--- config.mk ---
export PLATFORM = sky130hd
export DESIGN_NAME = atm_session_ctrl
export DESIGN_NICKNAME = d
export VERILOG_FILES = /design/src/rtl/atm_session_ctrl.sv
export SDC_FILE = /design/constraint.sdc
export NUM_CORES = 1
export LEC_CHECK = 0
export ABC_AREA = 1
export ABC_CLOCK_PERIOD_IN_PS = 2200
export BUFFER_PORTS_ARGS = -buffer_cell sky130_fd_sc_hd__buf_2
export CAP_MARGIN = 20
export CORE_MARGIN = 8
export CORE_UTILIZATION = 50
export CTS_CLUSTER_DIAMETER = 120
export DETAILED_ROUTE_END_ITERATION = 8
export PLACE_DENSITY = 0.81
export REMOVE_ABC_BUFFERS = 1
export SLEW_MARGIN = 10
export SYNTH_ARGS = -nofsm -noshare
export SYNTH_HDL_FRONTEND = slang
export SYNTH_SLANG_ARGS = --single-unit
--- constraint.sdc ---
create_clock -name i_clk -period 2.2 [get_ports i_clk]
set_clock_uncertainty 0.05 [all_clocks]
set_input_delay 0.33 -clock i_clk [delete_from_list [all_inputs] [get_ports i_clk]]
set_output_delay 0.33 -clock i_clk [all_outputs]
set_load 0.05 [all_outputs]
--- src/rtl/atm_session_ctrl.sv ---
// ATM session sequencer: card-in, PIN check with retry limit, amount check,
// dispenser req/ack handshake and card eject/retain. All outputs registered.
module atm_session_ctrl #(
    parameter int PIN_W       = 16,
    parameter int AMT_W       = 16,
    parameter int MAX_TRIES   = 3,
    parameter int TIMEOUT_CYC = 1000
) (
    input  logic             i_clk,
    input  logic             i_reset,
    input  logic             i_card_insert,
    input  logic             i_pin_valid,
    input  logic [PIN_W-1:0] i_pin_in,
    input  logic [PIN_W-1:0] i_stored_pin,
    input  logic             i_amt_valid,
    input  logic [AMT_W-1:0] i_amt_in,
    input  logic [AMT_W-1:0] i_balance,
    input  logic             i_disp_ack,
    output logic             o_disp_req,
    output logic [AMT_W-1:0] o_disp_amt,
    output logic             o_card_eject,
    output logic             o_card_retain,
    output logic             o_out,
    output logic [2:0]       o_err,
    output logic [2:0]       o_state,
    output logic [2:0]       o_count
);

    typedef enum logic [2:0] {
        S_IDLE     = 3'd0,
        S_PIN      = 3'd1,
        S_AMOUNT   = 3'd2,
        S_DISPENSE = 3'd3,
        S_EJECT    = 3'd4,
        S_LOCK     = 3'd5
    } state_t;

    localparam logic [2:0] ERR_NONE    = 3'd0;
    localparam logic [2:0] ERR_PIN     = 3'd1;
    localparam logic [2:0] ERR_LOCKED  = 3'd2;
    localparam logic [2:0] ERR_AMT     = 3'd3;
    localparam logic [2:0] ERR_TIMEOUT = 3'd4;
    localparam logic [2:0] ERR_ABORT   = 3'd5;

    localparam int               TIMER_W     = $clog2(TIMEOUT_CYC);
    localparam logic [TIMER_W-1:0] TIMER_LAST = TIMER_W'(TIMEOUT_CYC - 1);
    localparam logic [2:0]       TRIES_LIMIT = 3'(MAX_TRIES);

    state_t             r_state;
    logic [2:0]         r_count;
    logic [2:0]         r_err;
    logic [TIMER_W-1:0] r_timer;
    logic               r_disp_req;
    logic [AMT_W-1:0]   r_disp_amt;
    logic               r_card_eject;
    logic               r_card_retain;
    logic               r_out;
    logic               r_card_prev;

    state_t             w_state_next;
    logic [2:0]         w_count_next;
    logic [2:0]         w_err_next;
    logic [TIMER_W-1:0] w_timer_next;
    logic               w_disp_req_next;
    logic [AMT_W-1:0]   w_disp_amt_next;
    logic               w_card_eject_next;
    logic               w_card_retain_next;
    logic               w_out_next;

    logic               w_card_rise;
    logic               w_pin_match;
    logic               w_amt_bad;
    logic               w_timer_expired;
    logic [2:0]         w_count_inc;

    assign w_card_rise     = i_card_insert & ~r_card_prev;
    assign w_pin_match     = (i_pin_in == i_stored_pin);
    assign w_amt_bad       = (i_amt_in == '0) || (i_amt_in > i_balance);
    assign w_timer_expired = (r_timer == TIMER_LAST);
    assign w_count_inc     = r_count + 3'd1;

    always_comb begin
        w_state_next       = r_state;
        w_count_next       = r_count;
        w_err_next         = r_err;
        w_timer_next       = r_timer;
        w_disp_req_next    = r_disp_req;
        w_disp_amt_next    = r_disp_amt;
        w_card_eject_next  = 1'b0;
        w_card_retain_next = 1'b0;
        w_out_next         = 1'b0;

        case (r_state)
            S_IDLE: begin
                // Only a fresh insertion edge starts a session.
                if (w_card_rise) begin
                    w_state_next = S_PIN;
                    w_count_next = 3'd0;
                    w_err_next   = ERR_NONE;
                    w_timer_next = '0;
                end
            end

            S_PIN: begin
                if (!i_card_insert) begin
                    w_state_next = S_IDLE;
                    w_err_next   = ERR_ABORT;
                end else if (i_pin_valid) begin
                    w_timer_next = '0;
                    if (w_pin_match) begin
                        w_state_next = S_AMOUNT;
                        w_err_next   = ERR_NONE;
                    end else begin
                        w_count_next = w_count_inc;
                        w_err_next   = ERR_PIN;
                        if (w_count_inc == TRIES_LIMIT) begin
                            w_state_next       = S_LOCK;
                            w_err_next         = ERR_LOCKED;
                            w_card_retain_next = 1'b1;
                        end
                    end
                end else if (w_timer_expired) begin
                    w_state_next      = S_EJECT;
                    w_err_next        = ERR_TIMEOUT;
                    w_card_eject_next = 1'b1;
                    w_timer_next      = '0;
                end else begin
                    w_timer_next = r_timer + TIMER_W'(1);
                end
            end

            S_AMOUNT: begin
                if (!i_card_insert) begin
                    w_state_next = S_IDLE;
                    w_err_next   = ERR_ABORT;
                end else if (i_amt_valid) begin
                    w_timer_next = '0;
                    if (w_amt_bad) begin
                        w_state_next      = S_EJECT;
                        w_err_next        = ERR_AMT;
                        w_card_eject_next = 1'b1;
                    end else begin
                        w_state_next    = S_DISPENSE;
                        w_disp_amt_next = i_amt_in;
                        w_disp_req_next = 1'b1;
                    end
                end else if (w_timer_expired) begin
                    w_state_next      = S_EJECT;
                    w_err_next        = ERR_TIMEOUT;
                    w_card_eject_next = 1'b1;
                    w_timer_next      = '0;
                end else begin
                    w_timer_next = r_timer + TIMER_W'(1);
                end
            end

            S_DISPENSE: begin
                // Cash is committed: card removal and idle time cannot abort here.
                if (i_disp_ack) begin
                    w_disp_req_next   = 1'b0;
                    w_out_next        = 1'b1;
                    w_state_next      = S_EJECT;
                    w_card_eject_next = 1'b1;
                end
            end

            S_EJECT: begin
                if (!i_card_insert) begin
                    w_state_next = S_IDLE;
                end
            end

            S_LOCK: begin
                w_state_next = S_IDLE;
            end

            default: begin
                w_state_next    = S_IDLE;
                w_disp_req_next = 1'b0;
            end
        endcase
    end

    always_ff @(posedge i_clk) begin
        if (!i_reset) begin
            r_state       <= S_IDLE;
            r_count       <= 3'd0;
            r_err         <= ERR_NONE;
            r_timer       <= '0;
            r_disp_req    <= 1'b0;
            r_disp_amt    <= '0;
            r_card_eject  <= 1'b0;
            r_card_retain <= 1'b0;
            r_out         <= 1'b0;
            // A card held through reset must not look like a new insertion.
            r_card_prev   <= 1'b1;
        end else begin
            r_state       <= w_state_next;
            r_count       <= w_count_next;
            r_err         <= w_err_next;
            r_timer       <= w_timer_next;
            r_disp_req    <= w_disp_req_next;
            r_disp_amt    <= w_disp_amt_next;
            r_card_eject  <= w_card_eject_next;
            r_card_retain <= w_card_retain_next;
            r_out         <= w_out_next;
            r_card_prev   <= i_card_insert;
        end
    end

    assign o_disp_req    = r_disp_req;
    assign o_disp_amt    = r_disp_amt;
    assign o_card_eject  = r_card_eject;
    assign o_card_retain = r_card_retain;
    assign o_out         = r_out;
    assign o_err         = r_err;
    assign o_state       = r_state;
    assign o_count       = r_count;

endmodule
Yosys cells after proc, flatten, opt, wreduce, memory -nomap -nowiden
Cells that the tools add are included.
{"block": "word_totals", "input_bits": 70, "ff_bits": 40, "wordCells": 101, "latchBits": 0, "mem_bits_rw": 0, "mem_bits_ro": 0, "n_memories": 0}
{"block": "op_classes", "order_cmp": 1, "bitwise_logic": 8, "multipliers": 0, "shifts": 0, "mux": 47, "reduce_logical": 14, "div": 0, "addsub": 2, "n_eq_ne": 19}
{"cell": "2-to-1 mux 3 bit", "count": 21}
{"cell": "2-to-1 mux 10 bit", "count": 6}
{"cell": "case mux 10 bit (3 select lines)", "count": 1}
{"cell": "!= test 2 bit, second input constant", "count": 9}
{"cell": "equality test 16 bit", "count": 1}
{"cell": "greater-than comparator 16 bit", "count": 1}
{"cell": "logical NOT 16 bit", "count": 1}
{"cell": "case mux 3 bit (5 select lines)", "count": 1}
{"cell": "2-to-1 mux 1 bit", "count": 12}
{"cell": "AND reduction 4 bit", "count": 3}
{"cell": "adder 10 x 1 -> 10 bit, second input constant", "count": 1}
{"cell": "equality test 10 bit, second input constant", "count": 1}
{"cell": "AND reduction 5 bit", "count": 2}
{"cell": "equality test 3 x 2 -> 1 bit, second input constant", "count": 3}
{"cell": "case mux 3 bit (3 select lines)", "count": 1}
{"cell": "NOT 1 bit", "count": 7}
{"cell": "equality test 3 bit, second input constant", "count": 2}
{"cell": "case mux 1 bit (3 select lines)", "count": 2}
{"cell": "case mux 3 bit (2 select lines)", "count": 1}
{"cell": "!= test 5 bit, second input constant", "count": 1}
{"cell": "OR reduction 5 bit", "count": 1}
{"cell": "2-to-1 mux 2 bit", "count": 2}
{"cell": "!= test 4 bit, second input constant", "count": 1}
{"cell": "OR reduction 4 bit", "count": 1}
{"cell": "9 further kinds", "count": 9}

Depth between registers and ports, before layout
{"block": "logic_depth", "ltp_word": 7, "depth_mapped": 19, "ltp_nobuf": 19}

Worst setup path after synthesis
No wires, ideal clock.
{"block": "synth_timing", "path_kind": "flip-flop to flip-flop", "start": "register r_state[2] (netlist: o_state[2])", "end": "register r_timer[7]", "required_ps": 2028, "setup_time_ps": 122, "path_stages_with_launch": 12, "t_arrival_ps": 1768, "n_path_buf": 0, "setup_slack_ps": 260, "path_cell_list": "dfxtp_1 -> nor2_2 -> inv_2 -> nor2_4 -> nand2_1 -> nand2_2 -> nor2_4 -> inv_4 -> nor2_4 -> inv_2 -> nor3_1 -> nor3b_2"}
{"block": "synth_via", "elab_chain_len": 3}
{"item": "start, declared", "line": "49", "source": "state_t r_state;"}
{"item": "start signal, assigned", "line": "198", "source": "r_state <= w_state_next;"}
{"item": "equality test 3 x 2 -> 1 bit (tied with other cells)", "line": "93", "source": "case (r_state)"}
{"item": "!= test 2 bit (no line) / nonzero test 3 bit (equally long branches)"}
{"item": "AND reduction 4 bit (no line)"}
{"item": "end signal, assigned", "line": "201", "source": "r_timer <= w_timer_next;"}
{"item": "end, declared", "line": "52", "source": "logic [TIMER_W-1:0] r_timer;"}
Parallel ways exist; a longest one is shown, timed or not.
A chain may end at the register's enable or synchronous reset.

Worst setup path in the final report
{"block": "layout_timing", "start": "input i_amt_in[11]", "end": "register r_disp_amt[11] (netlist: o_disp_amt[11])"}
{"block": "layout_via", "elab_chain_len": 4}
{"item": "start, declared", "line": "16", "source": "input logic [AMT_W-1:0] i_amt_in,"}
{"item": "greater-than comparator 16 bit / logical NOT 16 bit (equally long branches)", "line": "78", "source": "assign w_amt_bad = (i_amt_in == '0) || (i_amt_in > i_balance);"}
{"item": "logical OR 1 bit", "line": "78"}
{"item": "NOT 1 bit (no line)"}
{"item": "AND reduction 4 bit (no line)"}
{"item": "end signal, assigned", "line": "203", "source": "r_disp_amt <= w_disp_amt_next;"}
{"item": "end, declared", "line": "54", "source": "logic [AMT_W-1:0] r_disp_amt;"}
Parallel ways exist; a longest one is shown, timed or not.

==> metrics <==
number of top-level pins=99; Max transition margin=50.10%; asr flop ratio synth=0%; Fin. Hold Viols=0; die height=89.78 µm; Post-Syn Area=2721 µm²; crit-path max FO=32; post-synth top area share=29.43%; TritonRoute pass-1 iters=5; DR vias/cell=between 5 and 6; core area=5371 µm²; layout cell share with drive strength beyond 1=a little over a quarter; Critical Path RT=between 2 and 2.5 ns; Yosys reg bits=40; clock-pin slew on the worst setup and hold paths=0.08 ns; post-DP HPWL=5.960 mm; Final Net Count=595; status=completed; initial core utilization=between 50% and 60%; CTS resizes=0; VDD IR max=0.3156 mV; final slew viol count=0; synth top area cells=dfxtp_1 29%, nand2_1 11%, inv_1 9.4%; Area Overhead vs Synth=25.79%; Final Cycle Share=roughly 86%; GR Util All Layers=17.99%; worst-margin pin slew=0.7297 ns; P_leak=1.746 nW; Peak Freq=between 500 and 600 MHz; DR iter-0 viols=174; I/O Buffers=98; Ys Warns=0; cts hold-fix bufs=0; Antenna Nets Post-Route=0; Syn Inst Count=404; Critical Path End Type=flip-flop; worst r2r src=o_state[0]$_SDFFE_PN0P_; die area=8060 µm²; Period minus WS final=1.884 ns; CTS H-tree lvls=2; Setup Fix Bufs, Post-CTS=0; Num CTS Buffers=5; Main synth FF type=dfxtp_1; Multi-input gate area=~1600 µm²; sequential cell area=800.8 µm²; Cell Pwr Density=595.3 nW/µm²; vias in the first global route=roughly 3,000; via count=a little under 3,000; max-cap violations=0; fillers=502; Yosys cell types=41; critical path type=in -> reg; Die X=89.78 µm; Routed WL=approximately 7.3 mm; CTS tree=done; syn_area_per_cell=6.736 µm²; gr ovfl total=0; Clock Sink Count=40; worst-skew pair later-pin latency=0.30 ns; Hold/Removal Path Class=in -> reg; Fin Setup TNS=0 ns; Layout Utilization=63.73%; Ant. Diodes=0; RePlAce Congestion=between 0.8 and 0.9; initial antenna violation count=0; DRC Markers=0; Arrival @ worst endpoint=between 2 and 2.5 ns; global-route wire length before repair=approximately 13 mm; number of synthesized flops with an enable pin=0; Seq/Total Area, Yosys=29.43%; Root Buffer Master=clkbuf_8; Worst Setup Start Kind=input port; clk buf depth=2; endpoints failing setup=0; post-synth top area cell=dfxtp_1; row count=27; worst hold path startpoint=i_disp_ack; Worst setup startpoint=i_amt_in[11]; RSZ-0062 raised after global routing=false; Avg WL per Cell=12.55 µm; largest net degree at the start of global routing=33
metal layers:
metal | vias to the layer above | GRT usage (%) | wire length [µm]
li1 | 1496 | - | -
met1 | 1279 | 20.17 | 3183
met2 | 134 | 31.17 | 3411
met3 | 11 | 6.068 | 579
met4 | 0 | 5.642 | 94
met5 | - | 0 | 0
through the flow:
stage | cell area [µm²] | power [mW] | setup slack [ns] | hold slack (ns) | cells
6_report | 3423 | 2.038 | 0.3162 | 0.2471 | 579
5_1_grt | 3423 | 2.161 | 0.1375 | 0.2619 | 579
4_1_cts | 3423 | 2.043 | 0.3802 | 0.2311 | 579
3_5_place_dp | 3312 | 1.434 | 0.07867 | 0.3827 | 571
3_3_place_gp | 3312 | 1.417 | 0.2034 | 0.3794 | 571
2_1_floorplan | 2696 | 1.240 | 0.01377 | 0.3500 | 398
critical path, stage by stage:
cell and delay [ns]:
buf_2 0.12, ha_1 0.32, nand4_1 0.13, nor3_1 0.28, nand3_1 0.11, nand2_1 0.09, nand2_1 0.06, inv_1 0.08
nand3_2 0.10, buf_12 0.18, o21ai_0 0.16, a21oi_1 0.05
report_power, final:
group	switching [mW]	leakage, nW	internal (mW)
Clock	0.279	0.0541	0.336
Sequential	0.0409	0.324	0.760
Combinational	0.403	1.37	0.218
Total	0.723	1.75	1.31
logic make-up (layout without fill, tap and decap cells):
group                    count (synthesis)  in the layout  share of synthesized area (%)
flip-flops                              40             40                          29.43
buffers and inverters                   82            185                          11.49
AO/OA/AOI/OAI                           71             71                          14.80
adder cells (fa/ha/maj)                 19             19                          8.736
AND/OR/NAND/NOR                        174            174                          29.75
XOR/XNOR                                18             18                          5.793
synthesized netlist by cell type (3+ instances only):
library cell / instances
nand2_1: 80
nor3_1: 9
nor2_2: 4
dfxtp_1: 40
ha_1: 19
inv_1: 68
nor2_4: 3
nor2_1: 40
nor4_1: 5
nand3_1: 20
nand4_1: 3
clkbuf_1: 4
o21ai_0: 26
inv_2: 7
xor2_1: 17
a21oi_1: 30
registers in the layout (all words and copies together), names as in the netlist:
| name | flops |
|---|---|
| o_disp_req | 1 |
| o_card_retain | 1 |
| o_count | 3 |
| o_disp_amt | 16 |
| r_card_prev | 1 |
| o_state | 3 |
| r_timer | 10 |
| o_out | 1 |
| o_card_eject | 1 |
| o_err | 3 |
final cells by class:
class	instances	share of cell area, %
clock buffers	5	2.010
well taps	72	2.632
repair buffers	101	15.35
flip-flops and latches	40	23.39
inverters	76	8.406
multi-input cells	282	46.97
clock inverters	3	1.243
cells in the final DEF (no fill, tap or decap), drive strengths merged, types with 2 or more instances in the layout:
| master | instances |
|---|---|
| xor2 | 17 |
| nand2 | 83 |
| o211ai | 2 |
| nor4 | 6 |
| clkbuf | 5 |
| nand4 | 3 |
| nor3 | 10 |
| o21ai | 28 |
| nor2 | 47 |
| ha | 19 |
| nand3 | 21 |
| nor3b | 3 |
| buf | 101 |
| o21bai | 2 |
| dfxtp | 40 |
| a21oi | 31 |
| inv | 76 |
path summary, 6_finish.rpt:
path,end,slack (ns),cells past startpoint
hold / removal,o_out$_SDFF_PN0_,0.25,3
setup reg to reg,o_disp_req$_SDFFE_PN0P_,0.34,7
hold reg to reg,o_disp_amt[14]$_SDFFE_PN0P_,0.39,2
setup / recovery,o_disp_amt[11]$_SDFFE_PN0P_,0.32,12
(Power assumes the default switching activity.)
